## src/rtl/seg_scan_decoder_if.sv

```systemverilog
// Scanned 7-segment display bus plus the decoded view produced by seg_scan_decoder.
// master: the side that drives the display bus and observes the decode results.
// slave : the decoder itself.
interface seg_scan_decoder_if;
    logic [3:0]  anode;        // active-low digit enables, bit 0 = rightmost digit
    logic [7:0]  segment;      // active-low {dp,g,f,e,d,c,b,a}
    logic [15:0] digits;       // decoded nibbles, digits[4i+3:4i] = digit i
    logic [3:0]  dp;           // decoded decimal points, active-high
    logic [3:0]  digit_valid;  // last capture of digit i was a legal hex glyph
    logic        frame_done;   // one-cycle pulse per completed four-digit frame
    logic        bad_code;     // sticky: illegal glyph or multi-hot anode seen

    modport master (
        output anode,
        output segment,
        input  digits,
        input  dp,
        input  digit_valid,
        input  frame_done,
        input  bad_code
    );

    modport slave (
        input  anode,
        input  segment,
        output digits,
        output dp,
        output digit_valid,
        output frame_done,
        output bad_code
    );
endinterface

```

## src/rtl/seg_scan_decoder.sv

```systemverilog
// Receive side of a 4-digit multiplexed 7-segment display. Registers the scanned bus, waits
// for each slot to be stable for STABLE_CYCLES samples, then decodes it once into a hex nibble
// and decimal point. Flags illegal glyphs and multi-hot anodes, and pulses once per full frame.
module seg_scan_decoder #(
    parameter int unsigned STABLE_CYCLES = 4,
    parameter int unsigned CNT_W         = 3
) (
    input  logic              clk,
    input  logic              rst,
    seg_scan_decoder_if.slave bus
);
    typedef enum logic [1:0] {StIdle, StSettle, StHold} state_e;

    localparam logic [CNT_W-1:0] CntMax  = CNT_W'(STABLE_CYCLES);
    localparam logic [CNT_W-1:0] CntLast = CNT_W'(STABLE_CYCLES - 1);
    localparam logic [CNT_W-1:0] CntOne  = CNT_W'(1);
    // Idle bus (all anodes and segments off); keeps the first post-reset sample from
    // looking like an all-digits-on multi-hot anode.
    localparam logic [11:0]      BusIdle = 12'hFFF;

    logic [11:0]      r_smp;
    logic [11:0]      r_prev;
    logic [CNT_W-1:0] r_cnt;
    state_e           r_state;
    logic [15:0]      r_digits;
    logic [3:0]       r_dp;
    logic [3:0]       r_valid;
    logic [3:0]       r_seen;
    logic             r_frame_done;
    logic             r_bad_code;

    logic       w_eq;
    logic       w_reach;
    logic [3:0] w_anode;
    logic [3:0] w_low;
    logic [7:0] w_seg;
    logic [6:0] w_glyph;
    logic       w_blank_anode;
    logic       w_onehot;
    logic       w_multi;
    logic [1:0] w_slot;
    logic [3:0] w_slot_bit;
    logic       w_hex_ok;
    logic [3:0] w_hex;
    logic       w_glyph_off;
    logic [3:0] w_seen_base;

    // Input stage: two-deep sample pipeline used for the stability compare.
    always_ff @(posedge clk or posedge rst) begin
        if (rst) begin
            r_smp  <= BusIdle;
            r_prev <= BusIdle;
        end else begin
            r_smp  <= {bus.anode, bus.segment};
            r_prev <= r_smp;
        end
    end

    assign w_eq          = (r_smp == r_prev);
    assign w_anode       = r_smp[11:8];
    assign w_seg         = r_smp[7:0];
    assign w_low         = ~w_anode;
    assign w_glyph       = ~w_seg[6:0];
    assign w_blank_anode = (w_anode == 4'b1111);
    assign w_onehot      = $onehot(w_low);
    assign w_multi       = (w_low != 4'b0000) && !w_onehot;
    assign w_glyph_off   = (w_glyph == 7'h00);
    // Capture fires on the edge where the counter would step into STABLE_CYCLES.
    assign w_reach       = w_eq && (r_cnt == CntLast);
    assign w_slot_bit    = 4'b0001 << w_slot;
    // A full mask is cleared on the cycle after it fills; a capture then lands in the empty mask.
    assign w_seen_base   = (r_seen == 4'b1111) ? 4'b0000 : r_seen;

    // Stability counter: restarts on any change, saturates at STABLE_CYCLES.
    always_ff @(posedge clk or posedge rst) begin
        if (rst) begin
            r_cnt <= '0;
        end else if (!w_eq) begin
            r_cnt <= '0;
        end else if (r_cnt != CntMax) begin
            r_cnt <= r_cnt + CntOne;
        end
    end

    // Slot index of the single active anode (only meaningful when w_onehot).
    always_comb begin
        w_slot = 2'd0;
        for (int i = 0; i < 4; i++) begin
            if (w_low[i]) begin
                w_slot = 2'(i);
            end
        end
    end

    // Hex glyph lookup on the active-high gfedcba pattern.
    always_comb begin
        w_hex_ok = 1'b1;
        w_hex    = 4'h0;
        case (w_glyph)
            7'h3F: w_hex = 4'h0;
            7'h06: w_hex = 4'h1;
            7'h5B: w_hex = 4'h2;
            7'h4F: w_hex = 4'h3;
            7'h66: w_hex = 4'h4;
            7'h6D: w_hex = 4'h5;
            7'h7D: w_hex = 4'h6;
            7'h07: w_hex = 4'h7;
            7'h7F: w_hex = 4'h8;
            7'h6F: w_hex = 4'h9;
            7'h77: w_hex = 4'hA;
            7'h7C: w_hex = 4'hB;
            7'h39: w_hex = 4'hC;
            7'h5E: w_hex = 4'hD;
            7'h79: w_hex = 4'hE;
            7'h71: w_hex = 4'hF;
            default: w_hex_ok = 1'b0;
        endcase
    end

    // Scan FSM with capture actions and all registered outputs.
    always_ff @(posedge clk or posedge rst) begin
        if (rst) begin
            r_state      <= StIdle;
            r_digits     <= '0;
            r_dp         <= '0;
            r_valid      <= '0;
            r_seen       <= '0;
            r_frame_done <= 1'b0;
            r_bad_code   <= 1'b0;
        end else begin
            r_frame_done <= (r_seen == 4'b1111);
            r_seen       <= w_seen_base;
            unique case (r_state)
                StIdle: begin
                    if (!w_blank_anode) begin
                        r_state <= StSettle;
                    end
                end
                StSettle: begin
                    if (w_reach) begin
                        r_state <= StHold;
                        if (w_onehot) begin
                            r_seen <= w_seen_base | w_slot_bit;
                            if (w_hex_ok) begin
                                r_digits[{w_slot, 2'b00} +: 4] <= w_hex;
                                r_dp[w_slot]                   <= ~w_seg[7];
                                r_valid[w_slot]                <= 1'b1;
                            end else begin
                                r_valid[w_slot] <= 1'b0;
                                if (!w_glyph_off) begin
                                    r_bad_code <= 1'b1;
                                end
                            end
                        end else if (w_multi) begin
                            r_bad_code <= 1'b1;
                        end
                    end
                end
                StHold: begin
                    if (!w_eq) begin
                        r_state <= w_blank_anode ? StIdle : StSettle;
                    end
                end
                default: r_state <= StIdle;
            endcase
        end
    end

    assign bus.digits      = r_digits;
    assign bus.dp          = r_dp;
    assign bus.digit_valid = r_valid;
    assign bus.frame_done  = r_frame_done;
    assign bus.bad_code    = r_bad_code;
endmodule

```

## src/flat_wrapper.sv

```systemverilog
// flat-port wrapper written by rule: the top's interface ports become plain ports
module seg_scan_decoder_flat 
#(
    parameter int unsigned STABLE_CYCLES = 4,
    parameter int unsigned CNT_W         = 3
)
  (clk, rst, bus_anode, bus_segment, bus_digits, bus_dp, bus_digit_valid, bus_frame_done, bus_bad_code);
  seg_scan_decoder_if bus_i ();
  input  logic clk;
  input  logic rst;
  input wire logic [$bits(bus_i.anode)-1:0] bus_anode;
  input wire logic [$bits(bus_i.segment)-1:0] bus_segment;
  output wire logic [$bits(bus_i.digits)-1:0] bus_digits;
  output wire logic [$bits(bus_i.dp)-1:0] bus_dp;
  output wire logic [$bits(bus_i.digit_valid)-1:0] bus_digit_valid;
  output wire logic [$bits(bus_i.frame_done)-1:0] bus_frame_done;
  output wire logic [$bits(bus_i.bad_code)-1:0] bus_bad_code;
  assign bus_i.anode = bus_anode;
  assign bus_i.segment = bus_segment;
  assign bus_digits = bus_i.digits;
  assign bus_dp = bus_i.dp;
  assign bus_digit_valid = bus_i.digit_valid;
  assign bus_frame_done = bus_i.frame_done;
  assign bus_bad_code = bus_i.bad_code;
  seg_scan_decoder #(.STABLE_CYCLES(STABLE_CYCLES), .CNT_W(CNT_W)) u_core (.clk(clk), .rst(rst), .bus(bus_i));
endmodule
```

## config.mk

```make
export PLATFORM = sky130hd
export DESIGN_NAME = seg_scan_decoder_flat
export DESIGN_NICKNAME = d
export VERILOG_FILES = /design/src/rtl/seg_scan_decoder_if.sv /design/src/rtl/seg_scan_decoder.sv /design/src/flat_wrapper.sv
export SDC_FILE = /design/constraint.sdc
export NUM_CORES = 1
export LEC_CHECK = 0
export CAP_MARGIN = 25
export CORE_MARGIN = 2
export CORE_UTILIZATION = 50
export CTS_CLUSTER_DIAMETER = 30
export CTS_CLUSTER_SIZE = 40
export DETAILED_ROUTE_END_ITERATION = 12
export GPL_ROUTABILITY_DRIVEN = 0
export GPL_TIMING_DRIVEN = 1
export PLACE_DENSITY = 0.74
export SLEW_MARGIN = 20
export SYNTH_ARGS = -nofsm -noshare
export SYNTH_HDL_FRONTEND = slang
export SYNTH_SLANG_ARGS = --single-unit
```

## constraint.sdc

```tcl
create_clock -name clk -period 3.4 [get_ports clk]
set_input_delay 0.51 -clock clk [delete_from_list [all_inputs] [get_ports clk]]
set_output_delay 0.51 -clock clk [all_outputs]
set_load 0.005 [all_outputs]
```

==> summary.md, run 1 <==
Status
- **status** finished, final reports clean

Yosys
- **net count after synthesis** 290
- **total standard cell area after synthesis** 0.002816 mm2
- **library cell occupying the most area in the post-synthesis netlist** sky130_fd_sc_hd__dfrtp_1
- **sequential fraction of the synthesis area** 0.5349
- **portion of synthesized cell area occupied by the leading cell type** 0.3110
- **number of flip-flops and latches in the synthesized netlist** 59
- **Mean Syn Cell Area** 10.87 um2
- **Post-Synthesis Cells** 259
- **Synth area leaders** sky130_fd_sc_hd__dfrtp_1 31%, sky130_fd_sc_hd__dfstp_2 22%, sky130_fd_sc_hd__ha_1 7.1%, sky130_fd_sc_hd__xnor2_1 4.4%, sky130_fd_sc_hd__nand2_1 3.6%
- **async set or reset register ratio after synthesis** 1.000
- **top flip-flop cell by instance count after synthesis** sky130_fd_sc_hd__dfrtp_1
- **top-count cell post-synth** sky130_fd_sc_hd__dfrtp_1
- **EDFF count, synth** 0
- **number of synthesis warnings** 0
- **most common library cells after synthesis** 35 x sky130_fd_sc_hd__dfrtp_1, 27 x sky130_fd_sc_hd__nand2_1, 24 x sky130_fd_sc_hd__dfstp_2
- **synth unique cells** 47

Cells and area
- **fin nets** 335
- **share of final-layout standard cells stronger than drive strength 1** 0.1715
- **ANT cells** 0
- **Area Overhead vs Synth** 23.77%
- **fin util** 0.6369
- **number of non-filler instances in the completed layout** 381
- **Filler Cell Count** 460

Min path
- **cell count of the worst hold path** 0
- **Hold Crit Class** reg -> reg

Global routing
- **global-route wire length before repair** 8983 um
- **total routing resource utilization after global routing** 0.1892
- **antenna violations before repair** 0
- **Remaining Overflow, GRT** 0
- **largest net degree at the start of global routing** 46
- **via count of the first global-routing pass** 1928

Floorplanning
- **die width** 79.05 um
- **Row Count** 27
- **chip height** 79.05 um
- **io pins** 40
- **Die ar.** 0.006249 mm2
- **Initial Utilization** 0.5146
- **core region area** 0.005473 mm2

Clock network
- **Post-CTS Resized** 0
- **Root Driver** sky130_fd_sc_hd__clkbuf_8
- **maximum root-to-sink buffer count** 2
- **htree depth** 3
- **hold buffers post-CTS** 0
- **Clock Pin Slew Worst Setup and Hold Paths** 0.06 ns
- **clock latency on the worst-skew pair** 0.33 ns
- **CTS tree** done
- **number of clock buffers inserted by TritonCTS** 9
- **Post-CTS Repair Setup Buffers** 0
- **clock sink count** 59

Worst setup path
- **r2r worst-path depth** 10
- **Worst EP required** 3.66 ns
- **minimum setup slack among reg-to-reg paths** 0.34 ns
- **CP arrival** 3.33 ns
- **cell depth of the worst setup path** 10
- **sort of element at the end of the critical path** flip-flop
- **WS Path Type** reg -> reg
- **maximum fanout along the worst path** 8
- **list of cells traversed by the critical path** inv_1 -> ha_1 -> ha_1 -> fa_1 -> nor3b_1 -> nand2b_1 -> nor4_2 -> nand2_1 -> or2_1 -> o21ai_1
- **worst stage delay on the critical path** 0.58 ns
- **master of the slowest instance on the critical path** sky130_fd_sc_hd__dfstp_2
- **Setup crit start kind** flip-flop
- **family with the most delay on the worst path** simple AND/OR/NAND/NOR gates
- **buffer and inverter count on the worst path** 1
- **CP most frequent cell** sky130_fd_sc_hd__ha_1

Drt
- **number of nets with antenna violations after routing** 0
- **total DRC errors in the routed layout** 0
- **Final Routed Wirelength** 5137 um
- **average routed wire per standard cell** 13.48 um
- **number of vias per cell** 5.273
- **overall via count from detail_route** 2009
- **first drt pass iteration count** 4
- **First DRT Iteration DRCs** 126

Power and ir drop
- **Peak VDD IR** 0.5020 mV
- **Power Dens Cells** 427.9 mW/mm2
- **fraction of power consumed by sequential logic** 0.505
- **Net Sw Power** 0.3353 mW
- **switching share of power** 0.2248
- **total power** 1.492 mW
- **P_int** 1.156 mW
- **proportion of power drawn by combinational gates** 0.070
- **clock power share** 0.424
- **P_leak** 1.475 nW

Placed design
- **HPWL after detailed placement** 3696 um
- **number of placed instances with taps included** 364
- **total of buffers placed on input and output ports** 39
- **minimum setup slack after placement** 0.3361 ns

STA
- **number of hold-slack violations in the final timing report** 0
- **Tightest Pin Transition** 0.6252 ns
- **final critical-path setup slack** 0.3363 ns
- **Final Skew** 0.005661 ns
- **RSZ-0062 raised after global routing** no
- **final worst path period need** 3.064 ns
- **Highest Clock Rate** 326.4 MHz
- **Setup TNS** 0 ns
- **Slew HR** 0.5804
- **Pins Over Slew Limit** 0
- **final clock period utilization by the worst path** 0.9011
- **number of setup violations in the final report** 0

Flow run
- **MaxCap Viol Count** 0

cell type report:
class,count,area (um2),share of cell area
Clock buffer,11,152.6,0.04379
Timing Repair Buffer,44,440.4,0.1263
Tap cell,72,90.09,0.02584
Sequential cell,59,1506,0.4322
Clock inverter,5,50.05,0.01436
Inverter,16,60.06,0.01723
Multi-Input combinational cell,174,1186,0.3403
cells in the final DEF (no fill, tap or decap), drive strengths merged, types with 2 or more instances in the layout:
| cell type | netlist | layout |
|---|---|---|
| nand3 | 2 | 2 |
| inv | 16 | 16 |
| nand4 | 9 | 9 |
| buf | 9 | 5 |
| nor3b | 3 | 3 |
| and3b | 2 | 2 |
| o2bb2ai | 8 | 8 |
| nand3b | 4 | 4 |
| nor2 | 12 | 12 |
| nor4 | 4 | 4 |
| clkinv | 0 | 4 |
| nor3 | 3 | 3 |
| dfrtp | 35 | 35 |
| a32oi | 2 | 2 |
| a21oi | 7 | 7 |
| xnor2 | 14 | 14 |
| nand2 | 30 | 30 |
| nand2b | 3 | 3 |
| nor2b | 3 | 3 |
| o21ai | 31 | 31 |
| dfstp | 24 | 24 |
| clkbuf | 1 | 11 |
| clkdlybuf4s50 | 0 | 39 |
| or2 | 4 | 4 |
| ha | 16 | 16 |
per-stage QoR:
step | hold WS, ns | area [um2]
2_1_floorplan | 0.3519 | 2816
3_3_place_gp | 0.3791 | 3263
3_5_place_dp | 0.3825 | 3263
4_1_cts | 0.3920 | 3466
5_1_grt | 0.3982 | 3486
6_report | 0.3895 | 3486
cell families after synthesis:
kind of cell             Yosys count  synth area share
AND/OR/NAND/NOR                   84            0.1644
AO/OA/AOI/OAI                     59            0.1351
flip-flops                        59            0.5349
buffers and inverters             26           0.04398
adder cells (fa/ha/maj)           17           0.07819
XOR/XNOR                          14           0.04354
flip-flops by register name (all words and copies together), names as in the netlist, named ones only:
register	count
u_core.bus.bad_code	1
u_core.r_smp	12
u_core.bus.dp	4
u_core.bus.digits	16
u_core.r_prev	12
u_core.r_cnt	3
u_core.r_state	2
u_core.r_seen	4
u_core.bus.frame_done	1
power groups by stage:
stage          Sequential (mW)  Clock [mW]  Combinational [mW]
2_1_floorplan            0.750           0              0.0836
3_3_place_gp             0.765           0               0.102
3_5_place_dp             0.765           0               0.104
4_1_cts                  0.754       0.653               0.105
5_1_grt                  0.757       0.694               0.120
6_report                 0.754       0.633               0.105
metal layers:
layer	global-route usage	part of all wire
met5	0	0
met4	0.05862	0.013
met3	0.08295	0.064
met2	0.2966	0.48
met1	0.2372	0.44
path summary, 6_finish.rpt:
check,end,from
max,u_core.bus.dp[0],u_core.r_smp[10]
min,u_core.r_prev[8],u_core.r_smp[8]
max reg2reg,u_core.bus.dp[0],u_core.r_smp[10]
min reg2reg,u_core.r_prev[8],u_core.r_smp[8]
max in group asynchronous,u_core.r_smp[1],rst
min in group asynchronous,u_core.r_state[1],rst
No activity file was read; power rests on OpenSTA's default activity.
==> run 2, diff against run 1 <==
--- a/config.mk
+++ b/config.mk
@@ -7,13 +7,13 @@
 export LEC_CHECK = 0
 export CAP_MARGIN = 25
 export CORE_MARGIN = 2
-export CORE_UTILIZATION = 50
+export CORE_UTILIZATION = 54
 export CTS_CLUSTER_DIAMETER = 30
 export CTS_CLUSTER_SIZE = 40
 export DETAILED_ROUTE_END_ITERATION = 12
 export GPL_ROUTABILITY_DRIVEN = 0
 export GPL_TIMING_DRIVEN = 1
-export PLACE_DENSITY = 0.74
+export PLACE_DENSITY = 0.79
 export SLEW_MARGIN = 20
 export SYNTH_ARGS = -nofsm -noshare
 export SYNTH_HDL_FRONTEND = slang
==> summary.md, run 2 (synthesized netlist as in run 1, its figures left out) <==
Power and ir drop
- **P_leak** 1.479 nW
- **Peak VDD IR** 0.4755 mV
- **Power Dens Cells** 470.8 mW/mm2

Worst setup path
- **maximum fanout along the worst path** 10
- **sort of element at the end of the critical path** flip-flop
- **r2r worst-path depth** 11
- **critical path capture point** u_core.bus.dp[2]
- **terminus of the critical flop-to-flop path** u_core.bus.dp[2]
- **minimum setup slack among reg-to-reg paths** 0.22 ns
- **launch point of the critical path** u_core.r_smp[9]
- **WS Path Type** reg -> reg
- **CP arrival** 3.45 ns
- **list of cells traversed by the critical path** inv_1 -> ha_1 -> ha_1 -> fa_1 -> nor3b_1 -> nand2b_1 -> nor4_2 -> buf_4 -> nand2_2 -> or2_1 -> o21ai_1
- **master of the slowest instance on the critical path** sky130_fd_sc_hd__dfstp_2
- **cell depth of the worst setup path** 11
- **buffer and inverter count on the worst path** 2
- **source of the worst register-to-register timing path** u_core.r_smp[9]
- **Worst EP required** 3.67 ns
- **worst stage delay on the critical path** 0.57 ns
- **Setup crit start kind** flip-flop
- **family with the most delay on the worst path** simple AND/OR/NAND/NOR gates
- **CP most frequent cell** sky130_fd_sc_hd__ha_1

Global routing
- **via count of the first global-routing pass** 2072
- **global-route wire length before repair** 9535 um
- **antenna violations before repair** 0
- **total routing resource utilization after global routing** 0.2076
- **largest net degree at the start of global routing** 43
- **Remaining Overflow, GRT** 0

Clock network
- **clock sink count** 59
- **Post-CTS Repair Setup Buffers** 0
- **clock latency on the worst-skew pair** 0.34 ns
- **maximum root-to-sink buffer count** 2
- **hold buffers post-CTS** 0
- **Clock Pin Slew Worst Setup and Hold Paths** 0.06 ns
- **CTS tree** done
- **Root Driver** sky130_fd_sc_hd__clkbuf_8
- **htree depth** 3
- **Post-CTS Resized** 0
- **number of clock buffers inserted by TritonCTS** 9

STA
- **Tightest Pin Transition** 0.8502 ns
- **final hold slack** 0.3958 ns
- **final clock period utilization by the worst path** 0.9363
- **RSZ-0062 raised after global routing** no
- **Highest Clock Rate** 314.1 MHz
- **Final Skew** 0.006990 ns
- **Pins Over Slew Limit** 0
- **Setup TNS** 0 ns
- **final worst path period need** 3.183 ns
- **number of hold-slack violations in the final timing report** 0
- **Slew HR** 0.4324
- **number of setup violations in the final report** 0

Floorplanning
- **io pins** 40
- **core region area** 0.005075 mm2
- **chip height** 76.22 um
- **Initial Utilization** 0.5550
- **die width** 76.22 um
- **Die ar.** 0.005809 mm2
- **Row Count** 26

Placed design
- **total of buffers placed on input and output ports** 39
- **number of placed instances with taps included** 361
- **Area after DPL** 0.003253 mm2
- **HPWL after detailed placement** 3785 um

Cells and area
- **most frequent cells in the layout** 39 x sky130_fd_sc_hd__clkdlybuf4s50_1, 35 x sky130_fd_sc_hd__dfrtp_1, 27 x sky130_fd_sc_hd__nand2_1
- **most common library cell in the layout ignoring fill and taps** sky130_fd_sc_hd__clkdlybuf4s50_1
- **number of flip-flops in the largest register** 16
- **fin nets** 333
- **Area Overhead vs Synth** 24.39%
- **ANT cells** 0
- **final design area excluding fillers** 0.003503 mm2
- **number of non-filler instances in the completed layout** 377
- **fin util** 0.6903
- **share of final-layout standard cells stronger than drive strength 1** 0.1661
- **Filler Cell Count** 397

Drt
- **average routed wire per standard cell** 14.67 um
- **total DRC errors in the routed layout** 0
- **first drt pass iteration count** 4
- **number of vias per cell** 5.552
- **First DRT Iteration DRCs** 70
- **overall via count from detail_route** 2093
- **number of nets with antenna violations after routing** 0
- **Final Routed Wirelength** 5532 um

Min path
- **cell count of the worst hold path** 0
- **Hold Crit Class** reg -> reg

Flow run
- **MaxCap Viol Count** 0

Status
- **status** finished, final reports clean

-- run 2: cell count changes in the layout (fill, tap and decap cells not counted), sizes merged --
| cell | before | now |
|---|---|---|
| buf | 5 | 3 |
| bufinv | 1 | 3 |
| clkinv | 4 | 2 |
-- run 2: report_power, final --
group / leakage (nW) / total, mW / switching [mW] / internal, mW
sequential: 0.736 / 0.754 / 0.0250 / 0.729
combinational: 0.616 / 0.107 / 0.0589 / 0.0481
clock: 0.127 / 0.788 / 0.265 / 0.523
total: 1.48 / 1.65 / 0.349 / 1.30
-- run 2: layout make-up --
cell class / count / area [um2] / share of cell area
clock buffers: 11 / 151.4 / 0.04321
clock inverters: 5 / 98.84 / 0.02821
inverters: 16 / 60.06 / 0.01714
multi-input cells: 174 / 1186 / 0.3386
flip-flops and latches: 59 / 1506 / 0.4300
well taps: 70 / 87.58 / 0.02500
repair buffers: 42 / 412.9 / 0.1179
-- run 2: per-stage QoR --
step,worst slack [ns],power (mW)
3_3_place_gp,0.4092,0.8670
3_5_place_dp,0.2608,0.8719
4_1_cts,0.2343,1.664
5_1_grt,0.03809,1.704
6_report,0.2167,1.649
2_1_floorplan,0.5947,0.8337
-- run 2: routing by layer --
layer | vias up | track usage | wire (um)
li1 | 988 | - | -
met1 | 1023 | 0.2660 | 2494
met2 | 69 | 0.3372 | 2625
met3 | 13 | 0.04147 | 268
met4 | 0 | 0.1055 | 143
met5 | - | 0 | 0
-- run 2: worst min-delay path by stage --
stage,end,slack [ns],from
global placement,u_core.r_prev[8],0.38,u_core.r_smp[8]
global route,u_core.r_prev[8],0.40,u_core.r_smp[8]
finish,u_core.r_prev[8],0.40,u_core.r_smp[8]
CTS,u_core.r_prev[8],0.39,u_core.r_smp[8]
floorplan,u_core.r_prev[2],0.35,u_core.r_smp[2]
detailed placement,u_core.r_prev[8],0.39,u_core.r_smp[8]
==> run 3, diff against run 2 <==
--- a/config.mk
+++ b/config.mk
@@ -13,6 +13,7 @@
 export DETAILED_ROUTE_END_ITERATION = 12
 export GPL_ROUTABILITY_DRIVEN = 0
 export GPL_TIMING_DRIVEN = 1
+export HOLD_SLACK_MARGIN = 0.15
 export PLACE_DENSITY = 0.79
 export SLEW_MARGIN = 20
 export SYNTH_ARGS = -nofsm -noshare
==> results of run 3 <==
The final DEF is identical to that of run 2; final timing and power are the same.
